`src/rtl/serial_addsub_if.sv`:
```
// Start/done bus of the bit-serial adder/subtractor.
// start is taken only while busy=0; done pulses for one cycle when sum/cout/ovf are new.
interface serial_addsub_if #(
    parameter int WIDTH = 8
);
    logic             start;
    logic             sub;
    logic [WIDTH-1:0] a;
    logic [WIDTH-1:0] b;
    logic             busy;
    logic             done;
    logic [WIDTH-1:0] sum;
    logic             cout;
    logic             ovf;

    modport master (
        output start, sub, a, b,
        input  busy, done, sum, cout, ovf
    );

    modport slave (
        input  start, sub, a, b,
        output busy, done, sum, cout, ovf
    );
endinterface

```
`src/rtl/serial_addsub.sv`:
```
// Bit-serial add/subtract: one full-adder slice and a registered carry, LSB first,
// one bit per clock; result registers hold the last completed operation.
module serial_addsub #(
    parameter int WIDTH = 8
) (
    input  logic             clk,
    input  logic             rst,
    serial_addsub_if.slave   bus,
    output logic             o_dbg_state
);
    localparam int CW = $clog2(WIDTH) + 1;
    localparam logic [0:0] ST_IDLE = 1'b0;
    localparam logic [0:0] ST_RUN  = 1'b1;
    localparam logic [CW-1:0] CNT_LAST = CW'(WIDTH - 1);

    logic [0:0]       r_state;
    logic [WIDTH-1:0] r_a;
    logic [WIDTH-1:0] r_b;
    logic [WIDTH-1:0] r_res;
    logic [WIDTH-1:0] r_sum;
    logic [CW-1:0]    r_cnt;
    logic             r_carry;
    logic             r_busy;
    logic             r_done;
    logic             r_cout;
    logic             r_ovf;

    logic w_s;
    logic w_carry;

    assign w_s     = r_a[0] ^ r_b[0] ^ r_carry;
    assign w_carry = (r_a[0] & r_b[0]) | (r_a[0] & r_carry) | (r_b[0] & r_carry);

    always_ff @(posedge clk) begin
        if (rst) begin
            r_state <= ST_IDLE;
            r_a     <= '0;
            r_b     <= '0;
            r_res   <= '0;
            r_sum   <= '0;
            r_cnt   <= '0;
            r_carry <= 1'b0;
            r_busy  <= 1'b0;
            r_done  <= 1'b0;
            r_cout  <= 1'b0;
            r_ovf   <= 1'b0;
        end else begin
            r_done <= 1'b0;
            case (r_state)
                ST_IDLE: begin
                    // Subtraction is a + ~b + 1: invert B here and seed the carry with 1.
                    if (bus.start) begin
                        r_a     <= bus.a;
                        r_b     <= bus.sub ? ~bus.b : bus.b;
                        r_carry <= bus.sub;
                        r_cnt   <= '0;
                        r_busy  <= 1'b1;
                        r_state <= ST_RUN;
                    end
                end
                ST_RUN: begin
                    r_carry <= w_carry;
                    r_a     <= r_a >> 1;
                    r_b     <= r_b >> 1;
                    r_res   <= {w_s, r_res[WIDTH-1:1]};
                    r_cnt   <= r_cnt + CW'(1);
                    // On the MSB edge r_carry is still the carry into the MSB.
                    if (r_cnt == CNT_LAST) begin
                        r_sum   <= {w_s, r_res[WIDTH-1:1]};
                        r_cout  <= w_carry;
                        r_ovf   <= r_carry ^ w_carry;
                        r_done  <= 1'b1;
                        r_busy  <= 1'b0;
                        r_state <= ST_IDLE;
                    end
                end
                default: r_state <= ST_IDLE;
            endcase
        end
    end

    assign bus.busy    = r_busy;
    assign bus.done    = r_done;
    assign bus.sum     = r_sum;
    assign bus.cout    = r_cout;
    assign bus.ovf     = r_ovf;
    assign o_dbg_state = r_state[0];
endmodule
```
`src/flat_wrapper.sv`:
```
// flat-port wrapper written by rule: the top's interface ports become plain ports
module serial_addsub_flat 
#(
    parameter int WIDTH = 8
)
  (clk, rst, o_dbg_state, bus_start, bus_sub, bus_a, bus_b, bus_busy, bus_done, bus_sum, bus_cout, bus_ovf);
  serial_addsub_if #(.WIDTH(WIDTH)) bus_i ();
  input  logic clk;
  input  logic rst;
  output logic o_dbg_state;
  input wire logic [$bits(bus_i.start)-1:0] bus_start;
  input wire logic [$bits(bus_i.sub)-1:0] bus_sub;
  input wire logic [$bits(bus_i.a)-1:0] bus_a;
  input wire logic [$bits(bus_i.b)-1:0] bus_b;
  output wire logic [$bits(bus_i.busy)-1:0] bus_busy;
  output wire logic [$bits(bus_i.done)-1:0] bus_done;
  output wire logic [$bits(bus_i.sum)-1:0] bus_sum;
  output wire logic [$bits(bus_i.cout)-1:0] bus_cout;
  output wire logic [$bits(bus_i.ovf)-1:0] bus_ovf;
  assign bus_i.start = bus_start;
  assign bus_i.sub = bus_sub;
  assign bus_i.a = bus_a;
  assign bus_i.b = bus_b;
  assign bus_busy = bus_i.busy;
  assign bus_done = bus_i.done;
  assign bus_sum = bus_i.sum;
  assign bus_cout = bus_i.cout;
  assign bus_ovf = bus_i.ovf;
  serial_addsub #(.WIDTH(WIDTH)) u_core (.clk(clk), .rst(rst), .bus(bus_i), .o_dbg_state(o_dbg_state));
endmodule
```
`config.mk`:
```
export PLATFORM = sky130hd
export DESIGN_NAME = serial_addsub_flat
export DESIGN_NICKNAME = d
export VERILOG_FILES = /design/src/rtl/serial_addsub_if.sv /design/src/rtl/serial_addsub.sv /design/src/flat_wrapper.sv
export SDC_FILE = /design/constraint.sdc
export NUM_CORES = 1
export LEC_CHECK = 0
export ABC_AREA = 0
export CAP_MARGIN = 40
export CORE_MARGIN = 5
export CORE_UTILIZATION = 40
export CTS_CLUSTER_SIZE = 8
export DETAILED_ROUTE_END_ITERATION = 10
export GPL_TIMING_DRIVEN = 0
export PLACE_DENSITY = 0.7
export SETUP_SLACK_MARGIN = 0.05
export SLEW_MARGIN = 0
export SYNTH_ARGS = -nofsm -noshare
export SYNTH_HDL_FRONTEND = slang
export SYNTH_SLANG_ARGS = --single-unit
```
`constraint.sdc`:
```
create_clock -name clk -period 2 [get_ports clk]
set_input_delay 0.4 -clock clk [delete_from_list [all_inputs] [get_ports clk]]
set_output_delay 0.4 -clock clk [all_outputs]
set_load 0.005 [all_outputs]
```
Word-level counts from Yosys, hierarchy flattened
Index checks and enable logic that the tools add are counted.
{ "word_totals": {"regBits": 42, "in_bits": 20, "out_inout_bits": 13, "word_cells": 44} }
{ "op_classes": {"n_eq_ne": 3, "n_addsub": 1, "muxes": 16, "reduce_logical": 3, "n_bitwise": 10} }
{ "op_table": {"columns": ["op", "n"], "rows": [
  ["8-bit case mux with 2 select lines", 2],
  ["8-bit two-way mux", 3],
  ["8-bit NOT", 1],
  ["4-bit case mux with 2 select lines", 1],
  ["1-bit two-way mux", 6],
  ["1-bit case mux with 2 select lines", 3],
  ["4-bit by 1-bit adder with 4-bit output (second input constant)", 1],
  ["4-bit by 3-bit == test with 1-bit output (second input constant)", 1],
  ["4-bit two-way mux", 1],
  ["2-bit != test (second input constant)", 2],
  ["2-bit AND reduction", 2],
  ["1-bit bitwise AND", 3],
  ["1-bit XOR", 3],
  ["1-bit OR", 2],
  ["2-bit OR reduction", 1],
  ["1-bit NOT", 1]
]} }

Logic depth before layout (Yosys ltp)
Gate-level depths: netlist (run 1).
{ "logic_depth": {"ltp_word": 4, "depth_mapped": 5, "ltp_nobuf": 4} }

Worst setup path after synthesis (run 1)
Ideal clock, no wire load.
{ "synth_timing": {"kind": "register -> register", "from": "register u_core.r_carry", "to": "register u_core.r_ovf, in the netlist u_core.bus.ovf", "period_less_slack_ps": 1249, "slack_ps": 751, "stages_incl_launch_ff": 4, "t_required_ps": 1883, "arrival_ps": 1132, "setup_ps": 117, "path_buffers": 0, "cell_sequence": "dfxtp_1 fa_1 xor2_1 a22o_1"} }
{ "synth_between": {"elab_chain_cells": 4, "elab_cells_between_ends": 5, "cone_classes": "bitwise (5)"} }
{ "synth_lines": {"columns": ["element", "line", "source"], "rows": [
  ["start: declaration", "serial_addsub.sv:22", "logic r_carry;"],
  ["start signal: assignment", "serial_addsub.sv:55", "r_carry <= bus.sub;"],
  ["start signal: assignment", "serial_addsub.sv:62", "r_carry <= w_carry;"],
  ["1-bit bitwise AND", "serial_addsub.sv:32", "assign w_carry = (r_a[0] & r_b[0]) | (r_a[0] & r_carry) | (r_b[0] & r_carry);"],
  ["1-bit OR", "serial_addsub.sv:32", null],
  ["1-bit OR (*)", "serial_addsub.sv:32", null],
  ["named net u_core.w_carry", "serial_addsub.sv:29", "logic w_carry;"],
  ["1-bit XOR (*)", "serial_addsub.sv:71", "r_ovf <= r_carry ^ w_carry;"],
  ["end signal: assignment", "serial_addsub.sv:71", null],
  ["end: declaration", "serial_addsub.sv:26", "logic r_ovf;"]
]} }
Mark *: on every way through the listed nets, which the timed path passes. The rest lies on a longest branch.
A chain may end at the register's enable or synchronous reset.

Final worst setup path (run 1)
{ "layout_timing": {"from": "register u_core.r_ovf, in the netlist u_core.bus.ovf", "to": "output bus_ovf"} }
{ "layout_lines": {"columns": ["element", "line", "source"], "rows": [
  ["end: declaration", "flat_wrapper.sv:19", "output wire logic [$bits(bus_i.ovf)-1:0] bus_ovf;"]
]} }
No word-level cell between the ends.

==> results.md, run 1 <==
- Status: complete, no violations
- # rows: 23
- Max Cap Viol: 0
- Buf/Inv on CP: 1
- Relative slew slack: 81.1%
- Pin count of the biggest net entering global routing: 13
- Setup TNS: 0 ps
- Max Freq: 0.648 GHz
- Fin area: 2200 sq um
- PD cells: 777 nW/um^2
- Remaining Overflow, GRT: 0
- Final min period: 1540 ps
- H-tree depth: 2
- Worst-path fanout max: 2
- Die height: 75.6 um
- Layout cell share with drive strength beyond 1: 12.2%
- Resize count post-CTS: 0
- Die ar.: 5720 sq um
- Initial antenna violation count: 0
- Crit-path slowest cell: clkdlybuf4s50_1
- Seq. cell area: 821 sq um
- Setup WS post-layout: 456 ps
- Clock Latency Late Sink: 290 ps
- Routability-driven placement congestion ratio: 0.729
- Synth Area in Compound Gates: 14.8%
- Synth top area cells: dfxtp_1, mux2i_1, nor2_1, a22o_1, mux2_1
- Clock Skews: 6.25 ps
- Area of the multi-input gates: 811 sq um
- Post-Route WL: 3.17 mm
- TritonCTS clock tree: built
- I/O pin total: 33
- Class of the worst hold path: register to register
- Fin. Hold Viols: 0
- Seq/Total Area, Yosys: 47.6%
- CP required: 1600 ps
- Synth area leader: dfxtp_1
- RSZ-0062 raised after global routing: false
- Flop and latch count out of synthesis: 41
- DRT antenna net count: 0
- Synthesis-to-finish area growth: 27.7%
- CP peak stage delay: 500 ps
- Synth Flop Type: dfxtp_1
- GRT Total Usage: 12.6%
- Longest Clk Path Bufs: 2
- Port bufs: 31
- Setup Fix Bufs, Post-CTS: 0
- Yosys Warn Count: 0
- DIE WIDTH: 75.6 um
- Post-synth EDFFs: 0
- Reg2Reg Depth: 5
- Largest family of logic cells by synthesized area: multiplexers
- DRC Markers: 0
- Synth Cell Area: 1720 sq um
- Final setup fails: 0
- CP top delay family: buffers and inverters
- Vias per inst: 5.00
- Async SR Flop Fraction: 0%
- Nature of the critical path endpoint: output pin
- XOR/XNOR Fraction of Synth Area: 4.58%
- Initial drt markers: 38
- Vias in the first global route: 1221
- Worst slew pin tran: 283 ps
- First drt pass iteration count: 4
- Place WS: 202 ps
- Worst Path Arrival: 1140 ps
- Fraction of the mapped netlist area in simple logic gates: 10.6%
- Synth top area share: 47.6%
- Clk root buf: clkbuf_8
- Sequence of cells on the critical path: clkdlybuf4s50_1
- Synth Net Count: 189
- DP Wirelength: 2.28 mm
- Crit path launch type: register
- Fin crit share: 77.2%
- Filler cells: 382
- Post-synthesis adder-cell area fraction: 1.89%
- Nets@finish: 227
- Core ar.: 4090 sq um
- LEAKAGE: 0.000888 uW
- Initial Utilization: 42.2%
- Num CTS Buffers: 5
- # hold bufs at CTS: 0
- Max IR drop VDD: 0.000377 V
- Ant diodes: 0
- Via Count: 1275
- Post-synth cell types: 28
- First-pass GRT wire length: 5.39 mm
- Routed wire per std cell: 12.4 um
- Critical path class: register to output pin
- Mapped Cells: 167
- Slew Viols, Final: 0
- Mux cell area share after synthesis: 15.2%
- Area post-placement: 2100 sq um
- Sink Count: 41
- Clock Pin Slew Worst Setup and Hold Paths: 80 ps
- Hold Path Cell Cnt: 2
- Syn Area/Cell: 10.3 sq um
- Worst path depth: 1
-- per-stage QoR --
| step | utilization (%) | std cells | hold WS, ps | total power [uW] |
|---|---|---|---|---|
| after floorplan | - | 167 | 432 | 1020 |
| final | 53.8 | 255 | 451 | 1710 |
| after detailed placement | 51.3 | 248 | 446 | 1100 |
| after global routing | 53.8 | 255 | 469 | 1790 |
| after CTS | 53.8 | 255 | 451 | 1730 |
| after global placement | 51.3 | 248 | 438 | 1090 |
-- layout make-up --
cell class                 instances  share of cell area [%]
buffer                            14                    3.98
inverter                           1                   0.171
multi-input combinational        111                    36.9
clock buffer                       5                    3.13
tap                               50                    2.84
timing repair buffer              31                    14.1
clock inverter                     2                    1.59
sequential                        41                    37.3
-- synth_stat cells, types with 2 or more instances --
library cell,n
buf_2,10
nor2_1,26
nand2_1,7
nor3_1,2
buf_4,2
o21a_1,2
a21oi_1,11
buf_6,2
mux2_1,7
a211o_1,7
nor3b_1,2
dfxtp_1,41
mux2i_1,16
a22o_1,10
mux2_2,2
xnor2_1,8
-- logic make-up after synthesis --
kind of cell / count (synthesis)
flip-flops: 41
multiplexers: 25
adder cells (fa/ha/maj): 2
XOR/XNOR: 9
buffers and inverters: 15
AND/OR/NAND/NOR: 41
AO/OA/AOI/OAI: 34
-- power breakdown --
part / internal, uW / switching, uW / leakage (uW)
Sequential: 848 / 18.4 / 0.000334
Combinational: 116 / 93.4 / 0.000500
Clock: 363 / 270 / 0.0000540
Total: 1330 / 382 / 0.000888
-- cell usage in the layout (no fill, tap or decap) --
| master | synthesis | routed |
|---|---|---|
| xor2_1 | 1 | 1 |
| mux2_1 | 7 | 7 |
| o21a_1 | 2 | 2 |
| a211o_1 | 7 | 7 |
| clkdlybuf4s50_1 | 0 | 31 |
| dfxtp_1 | 41 | 41 |
| bufinv_16 | 0 | 1 |
| buf_2 | 10 | 10 |
| fa_1 | 1 | 1 |
| ha_1 | 1 | 1 |
| mux2_2 | 2 | 2 |
| buf_4 | 2 | 2 |
| buf_6 | 2 | 2 |
| a211oi_1 | 1 | 1 |
| a41oi_1 | 1 | 1 |
| a2111oi_2 | 1 | 1 |
| nor2b_1 | 1 | 1 |
| nand4b_1 | 1 | 1 |
| clkbuf_8 | 0 | 5 |
| inv_1 | 1 | 1 |
| nor2b_4 | 1 | 1 |
| o21ai_0 | 1 | 1 |
| nor2_1 | 26 | 26 |
| nor3b_1 | 2 | 2 |
| a22o_1 | 10 | 10 |
| clkinv_2 | 0 | 1 |
| xnor2_1 | 8 | 8 |
| a21oi_1 | 11 | 11 |
| nand2_1 | 7 | 7 |
| nor3_1 | 2 | 2 |
| nand3_1 | 1 | 1 |
| mux2i_1 | 16 | 16 |
-- metal layers --
metal  vias up  wire [um]  track usage, %
li1        657          -               -
met1       582       1460            14.9
met2        31       1440            20.3
met3         5        215            3.96
met4         0         59            6.99
met5         -          0               0
-- worst paths after layout --
path,from,to,slack (ps)
worst min register to register,u_core.r_b[1],u_core.r_b[0],450
worst max-delay path,u_core.bus.ovf,bus_ovf,460
worst min-delay path,u_core.r_b[1],u_core.r_b[0],450
worst max register to register,u_core.r_cnt[0],u_core.bus.sum[7],610
-- registers in the layout, summed over array words and instances (netlist names) --
| register | count |
|---|---|
| u_core.bus.cout | 1 |
| u_core.r_b | 8 |
| u_core.r_res | 7 |
| u_core.r_a | 8 |
| u_core.r_carry | 1 |
| u_core.o_dbg_state | 1 |
| u_core.bus.done | 1 |
| u_core.r_cnt | 4 |
| u_core.bus.sum | 8 |
| u_core.bus.busy | 1 |
| u_core.bus.ovf | 1 |
(Power assumes the default switching activity.)
==> inputs of run 2 (changes only) <==
PLACE_DENSITY = 0.73   (was 0.7)
clock period = 1.4 ns   (was 2 ns; I/O delays follow)
==> run 2 against run 1 <==
Effect of this change:
- design area about the same
- combinational power up 45%
- critical path depth increased by 2
- largest cell class unchanged
==> results.md, run 2 (synthesis gave the netlist of run 1 again) <==
- Initial antenna violation count: 0 (unchanged)
- TritonCTS clock tree: built
- Source of the worst hold timing path: bus_sub
- Class of the worst hold path: input pin to register
- Initial drt markers: 53 (+39%)
- Routability-driven placement congestion ratio: 0.687 (-5.7%)
- Crit path launch type: register
- LEAKAGE: 0.000952 uW (+7.1%)
- Final core occ: 53.8% (about the same)
- Fin crit share: 92.6%
- First-pass GRT wire length: 5.40 mm (+0.13%)
- Vias in the first global route: 1204 (-1.4%)
- Clock Latency Late Sink: 300 ps (about the same)
- Clock Skews: 4.86 ps (-1.40 ps)
- Most common cell after layout, fill and taps aside: dfxtp_1
- Num CTS Buffers: 5 (unchanged)
- Hold Crit Endpoint: u_core.r_b[7]
- Remaining Overflow, GRT: 0 (unchanged)
- Initial Utilization: 42.2% (unchanged)
- # rows: 23 (unchanged)
- Fin. Hold Viols: 0 (unchanged)
- GRT Total Usage: 12.7% (+0.031 points)
- Die height: 75.6 um (unchanged)
- Via Count: 1275 (unchanged)
- Ant diodes: 0 (unchanged)
- Worst Path Arrival: 1490 ps (+350 ps)
- RR Endpoint: u_core.bus.ovf
- Nature of the critical path endpoint: register
- Clock Pin Slew Worst Setup and Hold Paths: 80 ps (about the same)
- I/O pin total: 33 (unchanged)
- Reg-to-reg startpoint: u_core.r_carry
- Worst-path fanout max: 3 (+1)
- Die ar.: 5720 sq um (unchanged)
- Port bufs: 31 (unchanged)
- Max IR drop VDD: 0.000657 V (+74%)
- Most frequent cells in the layout: dfxtp_1, nor2_1, clkdlybuf4s50_1
- Sequence of cells on the critical path: fa_1, xor2_1, a22o_1
- H-tree depth: 2 (unchanged)
- PD cells: 1050 nW/um^2 (+35%)
- Slew Viols, Final: 0 (unchanged)
- Vias per inst: 4.94 (-1.2%)
- CP peak stage delay: 480 ps (-20 ps)
- First drt pass iteration count: 4 (unchanged)
- Layout cell share with drive strength beyond 1: 17.8% (+5.6 points)
- Pin count of the biggest net entering global routing: 14 (+1)
- Crit-path slowest cell: fa_1
- Routed wire per std cell: 12.6 um (+1.1%)
- Max Cap Viol: 0 (unchanged)
- Synthesis-to-finish area growth: 27.6% (about the same)
- Clk root buf: clkbuf_8
- Relative slew slack: 80.4% (-0.69 points)
- RSZ-0062 raised after global routing: false
- Longest Clk Path Bufs: 2 (unchanged)
- Filler cells: 398 (+4.2%)
- # hold bufs at CTS: 0 (unchanged)
- Critical path class: register to register
- CP required: 1600 ps (about the same)
- Status: complete, no violations
- DRC Markers: 0 (unchanged)
- Setup TNS: 0 ps (unchanged)
- Sink Count: 41 (unchanged)
- DRT antenna net count: 0 (unchanged)
- DP Wirelength: 2.33 mm (+2.2%)
- DIE WIDTH: 75.6 um (unchanged)
- Reg2Reg Depth: 3 (-2)
- Post-Route WL: 3.25 mm (+2.3%)
- Final setup fails: 0 (unchanged)
- Max Freq: 0.771 GHz
- Nets@finish: 229 (+0.88%)
- Final min period: 1300 ps
- Worst slew pin tran: 294 ps (+10.4 ps)
- Hold Path Cell Cnt: 3 (+1)
- Core ar.: 4090 sq um (unchanged)
- R2r setup slk: 100 ps (-510 ps)
[run 2: cell types whose count changed in the layout (fill, tap and decap cells not counted), moves of 8 or more]
cell and change:
dfxtp_2 +8, dfxtp_1 -8, dlygate4sd2_1 +14, clkdlybuf4s50_1 -14
[run 2: worst max path at each step]
stage / from / to / slack, ps / cells past startpoint
4_1_cts: u_core.r_cnt[1] / u_core.bus.sum[6] / 70 / 5
3_3_place_gp: bus_start / u_core.r_a[4] / -270 / 5
3_5_place_dp: bus_start / u_core.r_a[4] / -300 / 5
6_report: u_core.r_carry / u_core.bus.ovf / 100 / 3
2_1_floorplan: u_core.r_carry / u_core.bus.ovf / 150 / 3
5_1_grt: u_core.r_cnt[0] / u_core.bus.sum[2] / 50 / 5
[run 2: worst max-delay path, delay by kind of cell, from the launching register on]
kind                     cells  cell delay (ps)
adder cells (fa/ha/maj)      1              480
flip-flops                   1              350
XOR/XNOR                     1              180
AO/OA/AOI/OAI                1              190
[run 2: stage by stage]
stage	setup slack [ps]	hold WS (ps)	total power, uW	cell area [sq um]	std cells
2_1_floorplan	151	432	1460	1720	167
3_3_place_gp	-267	438	1560	2100	248
3_5_place_dp	-300	447	1570	2100	248
4_1_cts	65.1	379	2320	2180	256
5_1_grt	50.0	423	2410	2200	258
6_report	104	380	2310	2200	258
[run 2: area by class of cell]
cell class	count	area, sq um	area share (%)
tap	50	62.6	2.85
timing repair buffer	33	308	14.0
clock inverter	3	17.5	0.797
inverter	1	3.75	0.171
buffer	14	93.8	4.27
sequential	41	831	37.8
clock buffer	5	68.8	3.13
multi-input combinational	111	813	37.0
[run 2: where the power goes]
part | total (uW) | switching, uW | internal, uW | leakage (uW)
clock | 765 | 421 | 344 | 0.0000439
sequential | 1240 | 25.4 | 1210 | 0.000338
combinational | 304 | 137 | 167 | 0.000570
total | 2310 | 584 | 1720 | 0.000952
[run 2: layer usage]
layer,share of wire (%),global-route usage (%),vias up
met5,0,0,-
met4,2.5,6.99,0
met3,6.9,3.83,8
met2,45,20.3,31
met1,46,15.1,575
li1,-,-,661
[run 2: what timing repair did]
item / CTS / global route
gates resized for setup: 22 / 3
setup buffers: 0 / 2
endpoints found under the setup margin: 28 / 13
==> inputs of run 3 (changes only) <==
ABC_AREA = 1   (was 0)
CTS_CLUSTER_SIZE = default   (was 8)
PLACE_DENSITY = 0.66   (was 0.73)
==> run 3 against run 2 <==
Effect of this change:
- combinational power is 8.6% lower
- clock-buffer cell count grew 3
- critical path depth increased by 1
- design area increased by 2.0%
- largest cell class unchanged
- largest power group unchanged
==> results.md, run 3 <==
- Die height: 77.0 um (+1.8%)
- Status: complete, no violations
- Fin area: 2240 sq um (+2.0%)
- TritonCTS clock tree: built
- Clk root buf: clkbuf_8
- Relative slew slack: 70.9% (-9.5 points)
- Clock Latency Late Sink: 290 ps (about the same)
- Final cell count without fillers: 349 (+35%)
- Synthesis-to-finish area growth: 24.9%
- Nets@finish: 318 (+39%)
- DIE WIDTH: 77.0 um (+1.8%)
- Filler cells: 447 (+12%)
- CP peak stage delay: 480 ps (about the same)
- Remaining Overflow, GRT: 0 (unchanged)
- Met1 wire length: 1.70 mm (+15%)
- PD cells: 1010 nW/um^2 (-4.2%)
- Crit-path slowest cell: fa_1
- Placed instance count: 340 (+37%)
- Sink Count: 41 (unchanged)
- Post-synth EDFFs: 0 (unchanged)
- Async SR Flop Fraction: 0% (unchanged)
- # rows: 24 (+4.3%)
- Max IR drop VDD: 0.000439 V (-33%)
- Synth top area share: 45.7% (-2.0 points)
- Mapped Cells: 258 (+54%)
- Critical path class: register to register
- Nature of the critical path endpoint: register
- Slew Viols, Final: 0 (unchanged)
- Die ar.: 5930 sq um (+3.7%)
- Ant diodes: 0 (unchanged)
- Met3 WL: 179 um (-20%)
- Seq/Total Area, Yosys: 45.7% (-2.0 points)
- Sequence of cells on the critical path: fa_1, xor2_1, nand2_1, nand2_1
- Setup TNS: 0 ps (unchanged)
- Layout cell share with drive strength beyond 1: 9.43% (-8.4 points)
- Worst-path fanout max: 3 (unchanged)
- Longest Clk Path Bufs: 2 (unchanged)
- Most common cell in the netlist: nand2_1
- Comb power frac: 12.3% (-0.9 points)
- Highest Signal Layer: met4
- Post-Route WL: 3.60 mm (+11%)
- Final min period: 1230 ps (-61.2 ps)
- Initial Utilization: 41.3% (-0.90 points)
- Synth area leader: dfxtp_1
- Place WS: -225 ps (+75.0 ps)
- Flop and latch count out of synthesis: 41 (unchanged)
- Top post-synthesis cells by count: nand2_1, dfxtp_1, nand3_1
- Critical path's most frequent cell: nand2_1
- Area post-placement: 2160 sq um (+3.2%)
- Fin. Hold Viols: 0 (unchanged)
- Class of the worst hold path: input pin to register
- Routability-driven placement congestion ratio: 0.722 (+5.0%)
- Most frequent cells in the layout: nand2_1, dfxtp_1, nand3_1
- Fin crit share: 88.2% (-4.4 points)
- Setup WS post-layout: 165 ps (+61.2 ps)
- Initial drt markers: 64 (+21%)
- Seq pwr share: 55.3% (+1.7 points)
- Core ar.: 4350 sq um (+6.6%)
- GRT Total Usage: 12.6% (-0.073 points)
- Switching power: 556 uW (-4.8%)
- CP required: 1590 ps (about the same)
- LEAKAGE: 0.00117 uW (+23%)
- Most common cell after layout, fill and taps aside: nand2_1
- Clock Skews: 1.78 ps (-3.08 ps)
- Port bufs: 30 (-3.2%)
- DRC Markers: 0 (unchanged)
- R2r setup slk: 170 ps (+60 ps)
- Worst slew pin tran: 436 ps (+143 ps)
- Net Sw Frac: 24.6% (-0.66 points)
- Via Count: 1580 (+24%)
- I/O pin total: 33 (unchanged)
- Num CTS Buffers: 5 (unchanged)
- Routed wire per std cell: 10.3 um (-18%)
- Initial antenna violation count: 0 (unchanged)
- Clock share of power: 32.3% (-0.9 points)
- DRT antenna net count: 0 (unchanged)
- Clock Pin Slew Worst Setup and Hold Paths: 70 ps (about the same)
- Met2 WL: 1.66 mm (+14%)
- Synth top area cells: dfxtp_1, nand2_1, nand3_1, a21oi_1, inv_1
- First drt pass iteration count: 4 (unchanged)
- DP Wirelength: 2.60 mm (+12%)
- Synth Net Count: 280 (+48%)
- Synth Flop Type: dfxtp_1
- Pin count of the biggest net entering global routing: 12 (-2)
- Pint: 1700 uW (-1.4%)
- Synth Cell Area: 1800 sq um (+4.3%)
- Worst Path Arrival: 1430 ps (-60 ps)
- Vias in the first global route: 1385 (+15%)
- Post-synth cell types: 19 (-32%)
- Crit path launch type: register
- Yosys Warn Count: 0 (unchanged)
- First-pass GRT wire length: 6.10 mm (+13%)
- Syn Area/Cell: 6.96 sq um (-32%)
- H-tree depth: 2 (unchanged)
- Max Freq: 0.810 GHz (+5.0%)
- Vias per inst: 4.53 (-8.4%)
- Max Cap Viol: 0 (unchanged)
- RSZ-0062 raised after global routing: false
- Final setup fails: 0 (unchanged)
==> run 3: cell count changes after synthesis, moves of 6 or more <==
cell	delta
nand2_1	+85
nand3_1	+28
inv_1	+24
mux2i_1	-16
a22o_1	-10
a21oi_1	+9
xnor2_1	-8
a211o_1	-7
mux2_1	-7
o21ai_0	+6
==> run 3: timing repair <==
item / CTS / global route
gates resized for setup: 16 / 3
hold buffers: 0 / 0
cloned: 0 / 0
buffers inserted: 1 / 0
setup endpoints to repair: 13 / 12
==> run 3: path summary, 6_finish.rpt <==
check,from,cells past startpoint,end
worst min register to register,u_core.r_res[1],2,u_core.bus.sum[0]
worst max register to register,u_core.r_carry,4,u_core.bus.ovf
worst min-delay path,bus_sub,5,u_core.r_b[4]
worst max-delay path,u_core.r_carry,4,u_core.bus.ovf
==> run 3: through the flow <==
| stage | hold slack (ps) | power [uW] | util (%) |
|---|---|---|---|
| CTS | 406 | 2300 | 51.4 |
| finish | 419 | 2260 | 51.5 |
| global route | 436 | 2390 | 51.5 |
| global placement | 433 | 1550 | 49.7 |
| detailed placement | 440 | 1550 | 49.7 |
| floorplan | 349 | 1450 | - |
==> run 3: logic make-up (layout without fill, tap and decap cells) <==
kind of cell / Yosys count / count (layout) / share of synthesized area, %
fa+ha+maj: 2 / 2 / 1.81
compound gates: 27 / 27 / 7.52
buf+inv: 41 / 80 / 10.4
simple gates: 146 / 146 / 34.1
xor+xnor: 1 / 1 / 0.488
flops: 41 / 41 / 45.7
==> run 3: worst max-delay path, delay by kind of cell, from the launching register on <==
family        cells  cell delay, ps
fa+ha+maj         1             480
flops             1             350
xor+xnor          1             180
simple gates      2             130
==> run 3: cell type report <==
type                    instances  area, sq um  share of cell area [%]
well taps                      52         65.1                    2.90
clock buffers                   8         80.1                    3.57
plain buffers                  13         83.8                    3.74
multi-input cells             176          791                    35.2
inverters                      28          108                    4.80
repair buffers                 31          292                    13.0
flip-flops and latches         41          825                    36.8
==> run 3: power by group through the flow <==
stage / clock network (uW) / registers [uW] / logic, uW
global route: 812 / 1260 / 319
finish: 729 / 1250 / 278
global placement: 0 / 1280 / 276
floorplan: 0 / 1270 / 176
detailed placement: 0 / 1280 / 278
CTS: 768 / 1250 / 281
==> run 3: per-layer routing <==
metal	up-vias	global-route usage (%)
li1	871	-
met1	677	14.9
met2	28	20.5
met3	4	4.33
met4	0	5.50
met5	-	0
